**config.mk**
```make
export PLATFORM = sky130hd
export DESIGN_NAME = ifu_fetch_ctrl
export DESIGN_NICKNAME = d
export VERILOG_FILES = /design/src/rtl/ifu_fetch_ctrl.sv
export SDC_FILE = /design/constraint.sdc
export NUM_CORES = 1
export LEC_CHECK = 0
export ABC_AREA = 1
export ABC_CLOCK_PERIOD_IN_PS = 6670
export CAP_MARGIN = 20
export CORE_ASPECT_RATIO = 0.5
export CORE_MARGIN = 2
export CORE_UTILIZATION = 55
export DETAILED_ROUTE_END_ITERATION = 10
export HOLD_SLACK_MARGIN = 0.06
export PLACE_DENSITY = 0.81
export RECOVER_POWER = 25
export SLEW_MARGIN = 0
export SYNTH_ARGS = -nofsm -noshare
export SYNTH_HDL_FRONTEND = slang
export SYNTH_SLANG_ARGS = --single-unit
```
**constraint.sdc**
```tcl
create_clock -name clk -period 6.67 [get_ports clk]
set_input_delay 1.334 -clock clk [delete_from_list [all_inputs] [get_ports clk]]
set_output_delay 1.334 -clock clk [all_outputs]
set_load 0.02 [all_outputs]
```
**src/rtl/ifu_fetch_ctrl.sv**
```systemverilog
// ifu_fetch_ctrl -- Instruction Fetch Unit fetch sequencer.
//
// Owns the program counter and issues at most one outstanding read to the
// instruction memory at a time. Returned words are stored with their PC in
// a small FIFO and presented to decode over a valid/ready handshake.
// A redirect loads a new PC, flushes the FIFO and discards any response
// still in flight.
//
// Parameters:
//   RESET_PC   PC loaded on reset (word aligned)
//   BUF_DEPTH  instruction buffer entries (power of 2, >= 2)
//
// Ports:
//   clk, reset                    clock (rising edge), async active-high reset
//   redirect_valid, redirect_pc   one-cycle redirect pulse and target PC
//   imem_req, imem_addr           memory read request (combinational) / address = PC
//   imem_rsp_valid, imem_rsp_data memory response strobe and instruction word
//   inst_valid, inst_ready        decode handshake for the buffer head
//   inst_pc, inst_code            PC and instruction word of the buffer head
//
// Optional build macro IFU_FETCH_HALT_EN adds:
//   fetch_halt  input  -- suppresses new requests while high
//   fetch_idle  output -- FSM in FETCH with an empty buffer
module ifu_fetch_ctrl #(
  parameter logic [31:0] RESET_PC  = 32'h0000_0000,
  parameter int unsigned BUF_DEPTH = 2
) (
  input  logic        clk,
  input  logic        reset,
  input  logic        redirect_valid,
  input  logic [31:0] redirect_pc,
  output logic        imem_req,
  output logic [31:0] imem_addr,
  input  logic        imem_rsp_valid,
  input  logic [31:0] imem_rsp_data,
  output logic        inst_valid,
  input  logic        inst_ready,
  output logic [31:0] inst_pc,
  output logic [31:0] inst_code
`ifdef IFU_FETCH_HALT_EN
  ,
  input  logic        fetch_halt,
  output logic        fetch_idle
`endif
);

  localparam int unsigned PTR_W = (BUF_DEPTH > 1) ? $clog2(BUF_DEPTH) : 1;
  localparam int unsigned CNT_W = $clog2(BUF_DEPTH + 1);

  typedef logic [PTR_W-1:0] ptr_t;
  typedef logic [CNT_W-1:0] cnt_t;

  localparam cnt_t DEPTH_C = cnt_t'(BUF_DEPTH);

  typedef enum logic [1:0] {
    FETCH    = 2'd0,
    WAIT_RSP = 2'd1,
    DRAIN    = 2'd2
  } state_t;

  state_t      state_q, state_d;
  logic [31:0] pc_q, pc_d;
  logic [31:0] fetch_pc_q, fetch_pc_d;
  ptr_t        rd_ptr_q, rd_ptr_d;
  ptr_t        wr_ptr_q, wr_ptr_d;
  cnt_t        count_q, count_d;
  logic [31:0] head_pc_q, head_pc_d;
  logic [31:0] head_code_q, head_code_d;

  logic [31:0] buf_pc_q   [BUF_DEPTH];
  logic [31:0] buf_code_q [BUF_DEPTH];

  logic halt;
  logic push;
  logic pop;
  logic head_from_push;

`ifdef IFU_FETCH_HALT_EN
  assign halt       = fetch_halt;
  assign fetch_idle = (state_q == FETCH) && (count_q == '0);
`else
  assign halt = 1'b0;
`endif

  // Reset gating keeps the request low for the whole reset pulse, not just
  // until the registers settle.
  assign imem_req   = !reset && (state_q == FETCH) && (count_q < DEPTH_C) &&
                      !redirect_valid && !halt;
  assign imem_addr  = pc_q;
  assign inst_valid = (count_q != '0);
  assign inst_pc    = head_pc_q;
  assign inst_code  = head_code_q;

  assign pop = inst_valid && inst_ready;

  always_comb begin
    state_d     = state_q;
    pc_d        = pc_q;
    fetch_pc_d  = fetch_pc_q;
    rd_ptr_d    = rd_ptr_q;
    wr_ptr_d    = wr_ptr_q;
    count_d     = count_q;
    head_pc_d   = head_pc_q;
    head_code_d = head_code_q;
    push        = 1'b0;

    unique case (state_q)
      FETCH: begin
        if (imem_req) begin
          fetch_pc_d = pc_q;
          state_d    = WAIT_RSP;
        end
      end
      WAIT_RSP: begin
        if (redirect_valid) begin
          // A response landing together with the redirect is stale; drop it.
          state_d = imem_rsp_valid ? FETCH : DRAIN;
        end else if (imem_rsp_valid) begin
          push    = 1'b1;
          pc_d    = pc_q + 32'd4;
          state_d = FETCH;
        end
      end
      DRAIN: begin
        if (imem_rsp_valid) begin
          state_d = FETCH;
        end
      end
      default: state_d = FETCH;
    endcase

    if (redirect_valid) begin
      pc_d = redirect_pc & 32'hFFFF_FFFC;
    end

    if (redirect_valid) begin
      rd_ptr_d = '0;
      wr_ptr_d = '0;
      count_d  = '0;
    end else begin
      if (push) begin
        wr_ptr_d = ptr_t'(wr_ptr_q + 1'b1);
      end
      if (pop) begin
        rd_ptr_d = ptr_t'(rd_ptr_q + 1'b1);
      end
      count_d = count_q + cnt_t'(push) - cnt_t'(pop);
    end

    // Head registers track the entry that will sit at the read pointer next
    // cycle; when the buffer goes empty they keep their last value.
    head_from_push = push && ((count_q == '0) || ((count_q == cnt_t'(1)) && pop));
    if (!redirect_valid) begin
      if (head_from_push) begin
        head_pc_d   = fetch_pc_q;
        head_code_d = imem_rsp_data;
      end else if (count_d != '0) begin
        head_pc_d   = buf_pc_q[rd_ptr_d];
        head_code_d = buf_code_q[rd_ptr_d];
      end
    end
  end

  always_ff @(posedge clk or posedge reset) begin
    if (reset) begin
      state_q     <= FETCH;
      pc_q        <= RESET_PC;
      fetch_pc_q  <= RESET_PC;
      rd_ptr_q    <= '0;
      wr_ptr_q    <= '0;
      count_q     <= '0;
      head_pc_q   <= '0;
      head_code_q <= '0;
    end else begin
      state_q     <= state_d;
      pc_q        <= pc_d;
      fetch_pc_q  <= fetch_pc_d;
      rd_ptr_q    <= rd_ptr_d;
      wr_ptr_q    <= wr_ptr_d;
      count_q     <= count_d;
      head_pc_q   <= head_pc_d;
      head_code_q <= head_code_d;
    end
  end

  // Storage needs no reset: entries are only read after being written.
  always_ff @(posedge clk) begin
    if (push) begin
      buf_pc_q[wr_ptr_q]   <= fetch_pc_q;
      buf_code_q[wr_ptr_q] <= imem_rsp_data;
    end
  end

endmodule

```
==> summary.md <==
| Metric | Value |
|---|---|
| Outcome | complete, no violations |
| Worst-Margin Slew | approximately 940 ps |
| Synth Cell Area | 11300 um2 |
| RSZ-0062 raised after global routing | no |
| FMAX | approximately 200 MHz |
| Crit path cell chain | clkdlybuf4s50_1 -> buf_4 -> inv_2 -> nand4_1 -> buf_4 -> inv_1 -> clkdlybuf4s50_1 |
| Worst hold path class | flip-flop to flip-flop |
| Num Clock Sinks | 252 |
| Max-cap violations | 0 |
| DRC viols | 0 |
| Power per cell area | 421.0 nW/um2 |
| Synth warn | 0 |
| Routed WL | 28910 um |
| Drt pass-1 iters | 7 |
| Worst Setup End Kind | output port |
| CP max stage cell | clkdlybuf4s50_1 |
| Dominant synthesized flop cell | dfrtp_1 |
| Antenna diode count | 0 |
| Critical path arrival | 3620 ps |
| Max_slew headroom | 0.3710 |
| CTS tree | done |
| Post-route ant nets | 0 |
| First-pass GRT wire length | 46540 um |
| Critical Path Max Stage Delay | just under 600 ps |
| Worst vdd ir | ~0.26 mV |
| Initial antenna violation count | 0 |
| Post-synthesis sequential area ratio | 0.6130 |
| Routability cong. | between 0.8 and 0.9 |
| Cell taking the most area after synthesis | edfxtp_1 |
| Count leader, synth | nand2_1 |
| Period utilization | 0.7429 |
| Later-pin clock latency in the skew report | just over 500 ps |
| Setup TNS | 0 ps |
| Synth Register Bits | about 250 |
| Synth area leaders | edfxtp_1, dfrtp_1, nand2_1, nand3_1, nor2_1 |
| Number of global-route vias before repair | about 9000 |
| Remaining global-route overflow | 0 |
| Hold Fails Final Rpt | 0 |
| Gate Count Post-Synth | roughly 1200 |
| Worst Path Class, Setup | primary input to output port |
| Critical Path RT | 5340 ps |
| CTS max path bufs | 3 |
| Post-synthesis cell type count | 32 |
| Top Ports | ~170 |
| Post-CTS Repair Setup Buffers | 0 |
| Post-CTS sizing | 0 |
| Synth Area per Inst | 9.187 um2 |
| GRT Total Usage | 0.2703 |
| Die height | 105.4 um |
| Num rows | 36 |
| H-tree depth | 1 |
| P_leak | about 6 nW |
| CP Max Fanout | 57 |
| Top cells by count, synth | nand2_1, dfrtp_1, edfxtp_1, nor2_1, nand3_1 |
| Crit path max-delay family | buffers and inverters |
| CTS Buf Count | 22 |
| Crit path buf inv count | 6 |
| Minimum clock period | 4955 ps |
| Full die area | 21780 um2 |
| Hpwl dp | 17670 um |
| Core area | 19820 um2 |
| Reg2reg setup slack | 3590 ps |
| Clock Skew | 9.414 ps |
| Initial DRC count | 788 |
| WL/cell | 17.63 um |
| Clock root buffer | clkbuf_16 |
| Layout cells sized above 1 | 0.04803 |
| Clk slew on worst S/H paths | 60 ps |
| Vias after detailed routing | 9248 |
| Die W | 206.7 um |
| Nets | around 1400 |
| Vias per inst | 5.639 |
| Post-synth top area share | 0.3295 |
| Final setup vio count | 0 |
| Ys async rst share | 0.5079 |
| Post-synth EDFFs | 124 |
| Final max-slew violation count | 0 |
| Worst setup SP type | primary input |
| Initial Utilization | 0.5701 |
| Largest net degree at the start of global routing | 79 |
| P&R area growth vs syn | 21.66% |
| Dpl cells | 1600 |
| Non-Filler Instances | 1640 |
| Hold-fix buffers at CTS | 0 |
| IO buf count | between 150 and 200 |
| Total chip power | 5.788 mW |
==> cell usage in the layout (no fill, tap or decap), types with 2 or more instances in the layout <==
| cell type | Yosys | routed |
|---|---|---|
| nand3_2 | 4 | 4 |
| a21oi_1 | 67 | 67 |
| clkdlybuf4s50_1 | 0 | 127 |
| conb_1 | 1 | 4 |
| nand4_1 | 64 | 64 |
| o21bai_1 | 5 | 5 |
| inv_1 | 52 | 51 |
| clkinv_2 | 0 | 3 |
| o21ai_0 | 35 | 35 |
| ha_1 | 3 | 3 |
| dlygate4sd3_1 | 0 | 33 |
| clkbuf_1 | 38 | 4 |
| clkbuf_16 | 0 | 23 |
| nor2_1 | 115 | 113 |
| nor2_4 | 2 | 5 |
| clkinv_1 | 0 | 2 |
| clkbuf_8 | 0 | 2 |
| nand3_1 | 109 | 109 |
| edfxtp_1 | 124 | 124 |
| clkinvlp_4 | 0 | 2 |
| xor2_1 | 7 | 7 |
| inv_2 | 4 | 4 |
| bufinv_16 | 0 | 2 |
| buf_4 | 5 | 15 |
| o211ai_1 | 5 | 5 |
| nand2_1 | 419 | 418 |
| nor3_1 | 3 | 3 |
| dfrtp_1 | 128 | 128 |
==> sequential cells by signal, indices dropped and copies added, names as in the netlist <==
name        count
buf_pc_q       60
state_q         2
inst_code      32
buf_code_q     64
fetch_pc_q     30
wr_ptr_q        1
inst_pc        30
count_q         2
imem_addr      30
rd_ptr_q        1
==> metrics by stage <==
| stage | setup slack [ps] | utilization | instance area (um2) | hold WS [ps] |
|---|---|---|---|---|
| after floorplan | 439.8 | - | 11310 | 464.8 |
| after CTS | 1710 | 0.6936 | 13750 | 482.2 |
| after global placement | 1788 | 0.6566 | 13010 | 462.5 |
| final | 1715 | 0.6936 | 13750 | 477.7 |
| after global routing | 1560 | 0.6936 | 13750 | 487.6 |
| after detailed placement | 1727 | 0.6566 | 13010 | 464.0 |
==> path summary, 6_finish.rpt <==
path	to	startpoint	cells after the start
worst max-delay path	imem_req	redirect_valid	7
worst min-delay path	inst_code[17]	inst_code[17]	2
worst max register to register	inst_pc[9]	state_q[1]	12
worst min register to register	inst_code[17]	inst_code[17]	2
max in group asynchronous	imem_addr[3]	reset	4
min in group asynchronous	inst_code[26]	reset	2
==> kinds of logic after synthesis <==
family	after synthesis	synth area share
and+or+nand+nor	720	0.2711
DFF	252	0.6130
buffers and inverters	130	0.05171
AOI/OAI and AO/OA	117	0.05515
xor gates and xnor gates	7	0.005426
adders and majority gates	3	0.003322
other	1	0.0003319
==> final cells by class <==
class                           instances  area, um2
Sequential cell                       252       6927
Clock inverter                         11      115.1
Inverter                               56      212.7
Timing Repair Buffer                  175       1714
Clock buffer                           29      618.1
Multi-Input combinational cell        851       3827
Tap cell                              266      332.8
Fill cell                            1495       6072
==> where the power goes <==
group | switching, mW | total (mW) | internal, mW
logic | 1.35 | 2.18 | 0.824
registers | 0.278 | 2.31 | 2.03
clock network | 0.567 | 1.30 | 0.736
==> worst register-to-register path, delay by kind of cell, from the launching register on <==
family	cells	cell delay, ps
adder cells (fa/ha/maj)	2	550
flip-flops	1	440
buffers and inverters	3	640
AND/OR/NAND/NOR	6	1160
AO/OA/AOI/OAI	1	170
==> metal layers <==
layer | routed length (um) | share of wire | track usage
met1 | 12600 | 0.44 | 0.4032
met4 | 518 | 0.018 | 0.07345
met2 | 13130 | 0.45 | 0.4150
met3 | 2658 | 0.092 | 0.04205
met5 | 0 | 0 | 0
(Power assumes the default switching activity.)
